File: config.mk
export PLATFORM = sky130hd
export DESIGN_NAME = sprite_render_pipe
export DESIGN_NICKNAME = d
export VERILOG_FILES = /design/src/rtl/vga_pkg.sv /design/src/rtl/vsync_edge.sv /design/src/rtl/sprite_render_pipe.sv
export SDC_FILE = /design/constraint.sdc
export NUM_CORES = 1
export LEC_CHECK = 0
export ABC_AREA = 0
export CAP_MARGIN = 30
export CORE_MARGIN = 2
export CORE_UTILIZATION = 40
export DETAILED_ROUTE_END_ITERATION = 8
export GPL_TIMING_DRIVEN = 0
export HOLD_SLACK_MARGIN = 0.02
export PLACE_DENSITY = 0.73
export RECOVER_POWER = 25
export SYNTH_ARGS = -nofsm -noshare
export SYNTH_HDL_FRONTEND = slang
export SYNTH_SLANG_ARGS = --single-unit
File: constraint.sdc
create_clock -name clk_i -period 6.42 [get_ports clk_i]
set_input_delay 1.284 -clock clk_i [delete_from_list [all_inputs] [get_ports clk_i]]
set_output_delay 1.284 -clock clk_i [all_outputs]
set_load 0.02 [all_outputs]
File: src/rtl/vga_pkg.sv
// Shared VGA definitions: visible-area geometry, coordinate and colour types.
package vga_pkg;
    localparam int H_VISIBLE = 640;
    localparam int V_VISIBLE = 480;

    typedef logic [9:0] coord_t;

    typedef struct packed {
        logic [3:0] red;
        logic [3:0] green;
        logic [3:0] blue;
    } rgb_t;
endpackage

File: src/rtl/vsync_edge.sv
// Registers vsync and flags its falling edge; the start-of-frame strobe for frame-rate logic.
module vsync_edge (
    input  logic clk_i,
    input  logic rst_ni,
    input  logic vsync_i,
    output logic fall_o
);
    logic vsync_prev_q;

    always_ff @(posedge clk_i or negedge rst_ni) begin
        if (!rst_ni) begin
            vsync_prev_q <= 1'b1;
        end else begin
            vsync_prev_q <= vsync_i;
        end
    end

    assign fall_o = vsync_prev_q & ~vsync_i;
endmodule

File: src/rtl/sprite_render_pipe.sv
// Two-stage pixel pipeline: draws one ROM bitmap sprite over a flat background,
// keeping sync and colour aligned, with the sprite position latched once per frame.
module sprite_render_pipe
    import vga_pkg::*;
#(
    parameter int          SPRITE_W = 20,
    parameter int          SPRITE_H = 22,
    parameter int          ADDR_W   = $clog2(SPRITE_H),
    parameter logic [11:0] FG_RGB   = 12'h555,
    parameter logic [11:0] BG_RGB   = 12'hFFF
) (
    input  logic                clk_i,
    input  logic                rst_ni,
    input  logic                hsync_i,
    input  logic                vsync_i,
    input  logic                visible_i,
    input  logic [9:0]          position_x_i,
    input  logic [9:0]          position_y_i,
    input  logic [9:0]          sprite_x_i,
    input  logic [9:0]          sprite_y_i,
    output logic [ADDR_W-1:0]   rom_addr_o,
    input  logic [SPRITE_W-1:0] rom_data_i,
    output logic                frame_tick_o,
    output logic                hsync_o,
    output logic                vsync_o,
    output logic [3:0]          vga_red_o,
    output logic [3:0]          vga_green_o,
    output logic [3:0]          vga_blue_o
);
    localparam int          IDX_W = (SPRITE_W > 1) ? $clog2(SPRITE_W) : 1;
    localparam logic [10:0] W_11  = 11'(SPRITE_W);
    localparam logic [10:0] H_11  = 11'(SPRITE_H);

    coord_t sx_q, sy_q;
    logic   tick_q;
    logic   vsync_fall;

    vsync_edge u_vsync_edge (
        .clk_i  (clk_i),
        .rst_ni (rst_ni),
        .vsync_i(vsync_i),
        .fall_o (vsync_fall)
    );

    always_ff @(posedge clk_i or negedge rst_ni) begin
        if (!rst_ni) begin
            sx_q   <= '0;
            sy_q   <= '0;
            tick_q <= 1'b0;
        end else begin
            tick_q <= vsync_fall;
            if (vsync_fall) begin
                sx_q <= sprite_x_i;
                sy_q <= sprite_y_i;
            end
        end
    end

    // Stage 0: box test at 11 bits so sx_q+SPRITE_W cannot wrap past column 1023.
    logic [10:0] px, py, sx_w, sy_w;
    logic        in_box_d;
    logic [4:0]  col_d;

    assign px   = {1'b0, position_x_i};
    assign py   = {1'b0, position_y_i};
    assign sx_w = {1'b0, sx_q};
    assign sy_w = {1'b0, sy_q};

    assign in_box_d = visible_i
                   && (px >= sx_w) && (px < sx_w + W_11)
                   && (py >= sy_w) && (py < sy_w + H_11)
                   && (px < 11'(H_VISIBLE)) && (py < 11'(V_VISIBLE));

    assign col_d      = 5'(position_x_i - sx_q);
    assign rom_addr_o = in_box_d ? ADDR_W'(position_y_i - sy_q) : '0;

    // Stage 1 registers; the ROM answers during this stage.
    logic       hsync_1_q, vsync_1_q, visible_1_q, in_box_1_q;
    logic [4:0] col_1_q;

    always_ff @(posedge clk_i or negedge rst_ni) begin
        if (!rst_ni) begin
            hsync_1_q   <= 1'b1;
            vsync_1_q   <= 1'b1;
            visible_1_q <= 1'b0;
            in_box_1_q  <= 1'b0;
            col_1_q     <= '0;
        end else begin
            hsync_1_q   <= hsync_i;
            vsync_1_q   <= vsync_i;
            visible_1_q <= visible_i;
            in_box_1_q  <= in_box_d;
            col_1_q     <= col_d;
        end
    end

    // Stage 2: pick the pixel bit (MSB is leftmost) and resolve colour.
    logic [IDX_W-1:0] bit_idx;
    logic             hit_d;
    rgb_t             rgb_d, rgb_q;
    logic             hsync_2_q, vsync_2_q;

    assign bit_idx = IDX_W'(SPRITE_W - 1) - IDX_W'(col_1_q);
    assign hit_d   = in_box_1_q & rom_data_i[bit_idx];

    always_comb begin
        rgb_d = '0;
        if (hit_d) begin
            rgb_d = rgb_t'(FG_RGB);
        end else if (visible_1_q) begin
            rgb_d = rgb_t'(BG_RGB);
        end
    end

    always_ff @(posedge clk_i or negedge rst_ni) begin
        if (!rst_ni) begin
            hsync_2_q <= 1'b1;
            vsync_2_q <= 1'b1;
            rgb_q     <= '0;
        end else begin
            hsync_2_q <= hsync_1_q;
            vsync_2_q <= vsync_1_q;
            rgb_q     <= rgb_d;
        end
    end

    assign hsync_o      = hsync_2_q;
    assign vsync_o      = vsync_2_q;
    assign vga_red_o    = rgb_q.red;
    assign vga_green_o  = rgb_q.green;
    assign vga_blue_o   = rgb_q.blue;
    assign frame_tick_o = tick_q;
endmodule

* Word level (Yosys, flattened, before mapping)
Cells that the tools add are included.
** Storage, ports and cells
- Register bits :: 44
** Operators by class
- Add/subtract/negate cells :: 5
- $lt $le $gt $ge :: 7
- Muxes and demuxes :: 5
- Bitwise logic cells :: 3
- Reduce and logical (&&, ||, !) cells :: 6
** Operators with widths (count)
- $mux 12 :: 2
- $add 10x5->11 const B :: 2
- $lt 10x11->1 :: 2
- $ge 10x10->1 :: 2
- $lt 10x10->1 const B :: 1
- $lt 10x9->1 const B :: 1
- $sub 5x5->5 :: 2
- $logic_and 1x1->1 :: 6
- $lt 5x6->1 const B :: 1
- $bmux 1 s5 :: 1
- $mux 5 :: 1
- $sub 5x5->5 const A :: 1
- $and 1x1->1 :: 2
- $mux 1 :: 1
- $not 1->1 :: 1

* Longest topological paths before layout
- Depth in word-level cells :: 8
- Depth in mapped cells :: 11
- Mapped depth without buffers :: 11

* Hierarchy
A second synthesis with hierarchy kept.
** Unflattened totals
- Cell total of the unflattened synthesis :: 265
- Area total of the unflattened synthesis :: 2672.6 µm²
** Modules (own cells, without submodules)
- sprite_render_pipe :: instances 1, cells an instance 263, area each 2632.5 µm²
- vsync_edge :: instances 1, cells an instance 2, area each 40.0 µm²

* Worst setup path after synthesis
OpenSTA, ideal clock, no wires.
- Kind :: input -> output
- From :: in position_x_i[0]
- To :: out rom_addr_o[2]
- Data arrival time :: 3.161 ns
- Slack :: 1.975 ns
- Stages on the path :: 9
- Path buffers :: 0
- Cell sequence :: inv_1 -> ha_1 -> fa_1 -> nor2b_1 -> o21ai_0 -> a31oi_1 -> a2111oi_0 -> a211o_1 -> nor3_1
** On the way
- Cells in the longest elaborated chain, start to end :: 8
- Elaborated cells on any way between the ends :: 10
- Those cells by class :: 3 x order compare; 1 x mux; 6 x reduce/logical
** RTL lines
- from (decl) :: RTL line sprite_render_pipe.sv:17 : input logic [9:0] position_x_i,
- $ge 10x10->1 :: RTL line sprite_render_pipe.sv:70 : && (px >= sx_w) && (px < sx_w + W_11)
- $logic_and 1x1->1 (2 in a row) :: RTL line sprite_render_pipe.sv:70
- $logic_and 1x1->1 (2 in a row) :: RTL line sprite_render_pipe.sv:71 : && (py >= sy_w) && (py < sy_w + H_11)
- $logic_and 1x1->1 * (2 in a row) :: RTL line sprite_render_pipe.sv:72 : && (px < 11'(H_VISIBLE)) && (py < 11'(V_VISIBLE));
- $mux 5 * :: RTL line sprite_render_pipe.sv:75 : assign rom_addr_o = in_box_d ? ADDR_W'(position_y_i - sy_q) : '0;
- to (decl) :: RTL line sprite_render_pipe.sv:21 : output logic [ADDR_W-1:0] rom_addr_o,
Mark *: on every way between the ends. The rest lies on a longest branch, timed or not.

* Worst setup path after layout
- From :: in position_x_i[0]
- To :: out rom_addr_o[4]
Same word-level chain as after synthesis.

==> flow_metrics.py <==
metrics = {
    "status": {
        "status": "finished with violations",
        "violations": "max-capacitance violations, max-slew violations",
    },
    "clock_network": {
        "path_clk_slew_ns": 0.06,
        "cts_setup_buffers": 0,
        "holdBufCountCts": 0,
        "clock_path_buffers": 2,
        "cts_tree": "yes",
        "clkLatencyLatePin_ns": 0.29,
        "htree_num_levels": 2,
        "cts_root_buf": "clkbuf_8",
        "cts_resized": 0,
        "numCtsBuffers": 5,
        "cts_num_sinks": 34,
    },
    "setup_path": {
        "crit_required_ns": 5.14,
        "critical_path_class": "primary input to output pin",
        "slowest_delay_ns": 0.65,
        "cp_common_cell": "clkdlybuf4s50_1",
        "cp_max_fo": 5,
        "crit_chain": "clkdlybuf4s50_1 > inv_1 > ha_1 > fa_1 > nor2b_1 > o21ai_0 > a31oi_1 > a2111oi_0 > a211o_1 > nor3_1 > clkdlybuf4s50_1",
        "worstPathArrival_ns": 4.20,
        "ff2ff_path_depth": 11,
        "cpMaxStageDelayCell": "clkdlybuf4s50_1",
        "end_kind": "output pin",
        "worst_setup_path_start_kind": "primary input",
    },
    "sta": {
        "clock.fmax_ghz": 0.183,
        "period_minus_slack_ns": 5.48,
        "tightest_slew_ns": 1.78,
        "relSlewSlack_pct": -18.7,
        "grt_setup_unrepaired": "false",
        "hold_violations": 0,
        "finalWorstSetupSlack_ns": 0.941,
        "final_max_slew_viol_count": 35,
        "clock_skew_ns": 0.00770,
        "finalCritPeriodShare_pct": 85.3,
        "setup_viol": 0,
        "finalSetupTns_ns": 0,
    },
    "finish": {
        "drive_above_1_share_pct": 8.47,
        "final_cell_area_um2": 3690,
        "antennaDiodeCount": 0,
        "final_cell_mix": "clkdlybuf4s50_1 (80), ha_1 (40), inv_1 (31)",
        "layout_commonest_cell": "clkdlybuf4s50_1",
        "nNetsFinal": 484,
        "synthToLayoutAreaGrowth_pct": 38.4,
    },
    "routing": {
        "wire_per_inst_um": 13.6,
        "firstDrtPassIters": 4,
        "vias_per_cell": 5.07,
        "initialDrtViolationCount": 65,
        "vias": 2309,
        "ant_nets": 0,
        "drc": 0,
        "totalWireLength_mm": 6.20,
    },
    "flow_run": {
        "drv_cap": 1,
    },
    "floorplan": {
        "io_pins": 85,
        "die_area_um2": 7330,
        "initial_utilization_pct": 41.7,
        "coreArea_um2": 6390,
        "die_w_um": 85.6,
        "die_y_um": 85.6,
        "row_count": 29,
    },
    "global_route": {
        "grt_max_degree": 35,
        "grt_remaining_overflow": 0,
        "grt_util_all_layers_pct": 17.6,
        "grt_pass1_vias": 2347,
        "antenna_found_initial": 0,
        "grt_first_pass_wirelength_mm": 10.2,
    },
    "yosys": {
        "syn_avg_cell_area_um2": 9.32,
        "synth_top_area_share_pct": 28.2,
        "synth_area_um2": 2670,
        "synth_seq_cells": 34,
        "synth.distinct_cells": 43,
        "yosysSeqAreaShare_pct": 32.1,
        "yosys.area.top_type": "dfrtp_1",
        "synth_cells": 286,
        "synth_area_leaders": "dfrtp_1 (28%), ha_1 (19%), xnor2_1 (5.6%)",
        "syn_nets": 393,
        "yosys_warnings": 0,
    },
    "pwr": {
        "pwr-share-clk_pct": 22.0,
        "internal_power_uw": 490,
        "vdd_ir_drop_max_mv": 0.115,
        "total_power_uw": 738,
        "p_leak_uw": 0.00162,
        "power-per-cell-area_nw_per_um2": 200,
        "p_sw_uw": 248,
        "p_comb_share_pct": 41.8,
        "power.share.sequential_pct": 36.2,
        "swShare_pct": 33.6,
    },
    "place": {
        "placedInstanceArea_um2": 3600,
        "place.gp.congestion": 0.871,
        "dp_hpwl_mm": 5.12,
        "io_buffer_count": 84,
        "pre_cts_slack_ns": 0.968,
    },
    "worst_hold_path": {
        "holdPathStages": 0,
        "hp-class": "register to register",
    },
}
synth_stat cells:
cell type  count
and3_1         1
and2_1         2
or3_1          1
o21ai_0       28
a211o_1        1
a21o_1         2
nor3_1         6
ha_1          40
or4_1          1
dfrtp_1       30
o2111ai_1      1
xor2_1         3
a41o_2         1
nand3_2        1
a2111oi_0      3
mux2i_1        4
o41a_1         1
mux2_2         2
a221oi_2       1
nand2_1       30
nor2b_1        8
a21oi_1       12
a31o_2         1
o211ai_1       1
buf_4         11
o21a_1         4
fa_1           2
o31ai_1        1
a2111oi_2      1
nand2b_1       2
nand4_1        7
inv_1         31
mux4_2         3
nand4b_1       1
nor4bb_1       1
nand3_1        4
nor2_1         9
xnor2_1       17
dfstp_2        4
a211oi_1       1
nor4_1         1
a31oi_1        1
clkbuf_1       4
power by group through the flow:
stage / logic, uW / clock network (uW) / registers (uW)
2_1_floorplan: 205 / 0 / 268
3_3_place_gp: 302 / 0 / 270
3_5_place_dp: 311 / 0 / 271
4_1_cts: 313 / 169 / 267
5_1_grt: 351 / 178 / 272
6_report: 309 / 162 / 267
logic make-up after synthesis:
kind of cell / count (synthesis) / share of synthesized area [%]
flip-flops: 34 / 32.1
AO/OA/AOI/OAI: 60 / 14.2
AND/OR/NAND/NOR: 75 / 13.9
XOR/XNOR: 20 / 6.57
buffers and inverters: 46 / 8.03
multiplexers: 9 / 4.88
adder cells (fa/ha/maj): 42 / 20.3
through the flow:
step	utilization, %	std cells	hold slack (ns)
finish	57.7	455	0.356
global route	57.7	455	0.362
CTS	57.8	455	0.357
detailed placement	56.3	447	0.347
global placement	56.4	447	0.347
floorplan	-	286	0.345
routing by layer:
metal | global-route usage [%] | part of all wire (%) | vias up
met3 | 4.72 | 6.0 | 10
met5 | 0 | 0 | -
met2 | 31.9 | 48 | 66
met4 | 6.35 | 1.9 | 0
li1 | - | - | 1175
met1 | 19.8 | 44 | 1058
flip-flops by register name, indices dropped and copies added (netlist names):
register and cells:
sx_q 10, sy_q 10, col_1_q 5, vga_blue_o 2
frame_tick_o 1, hsync_1_q 1, hsync_o 1, in_box_1_q 1
u_vsync_edge.vsync_prev_q 1, visible_1_q 1, vsync_o 1
worst paths after layout:
check                           startpoint            end  slack [ns]
min reg2reg                      hsync_1_q        hsync_o        0.36
max                        position_x_i[0]  rom_addr_o[4]        0.94
min                              hsync_1_q        hsync_o        0.36
min in group asynchronous           rst_ni  vga_blue_o[2]        1.46
max reg2reg                        sy_q[1]     in_box_1_q        3.66
max in group asynchronous           rst_ni        sy_q[3]        3.93
worst max-delay path, delay by kind of cell:
family                     cells  cell delay, ns
AOI/OAI and AO/OA              4            0.78
buffers and inverters          3            1.14
adders and majority gates      2            0.62
and+or+nand+nor                2            0.37
final cells by class:
type                    instances  area (um2)
flip-flops and latches         34         856
fillers                       597        2700
clock inverters                 1        5.00
well taps                      77        96.3
inverters                      31         116
plain buffers                  15        97.6
multi-input cells             206        1600
repair buffers                 84         835
clock buffers                   7        86.3
Power figures use the tool's default switching activity.
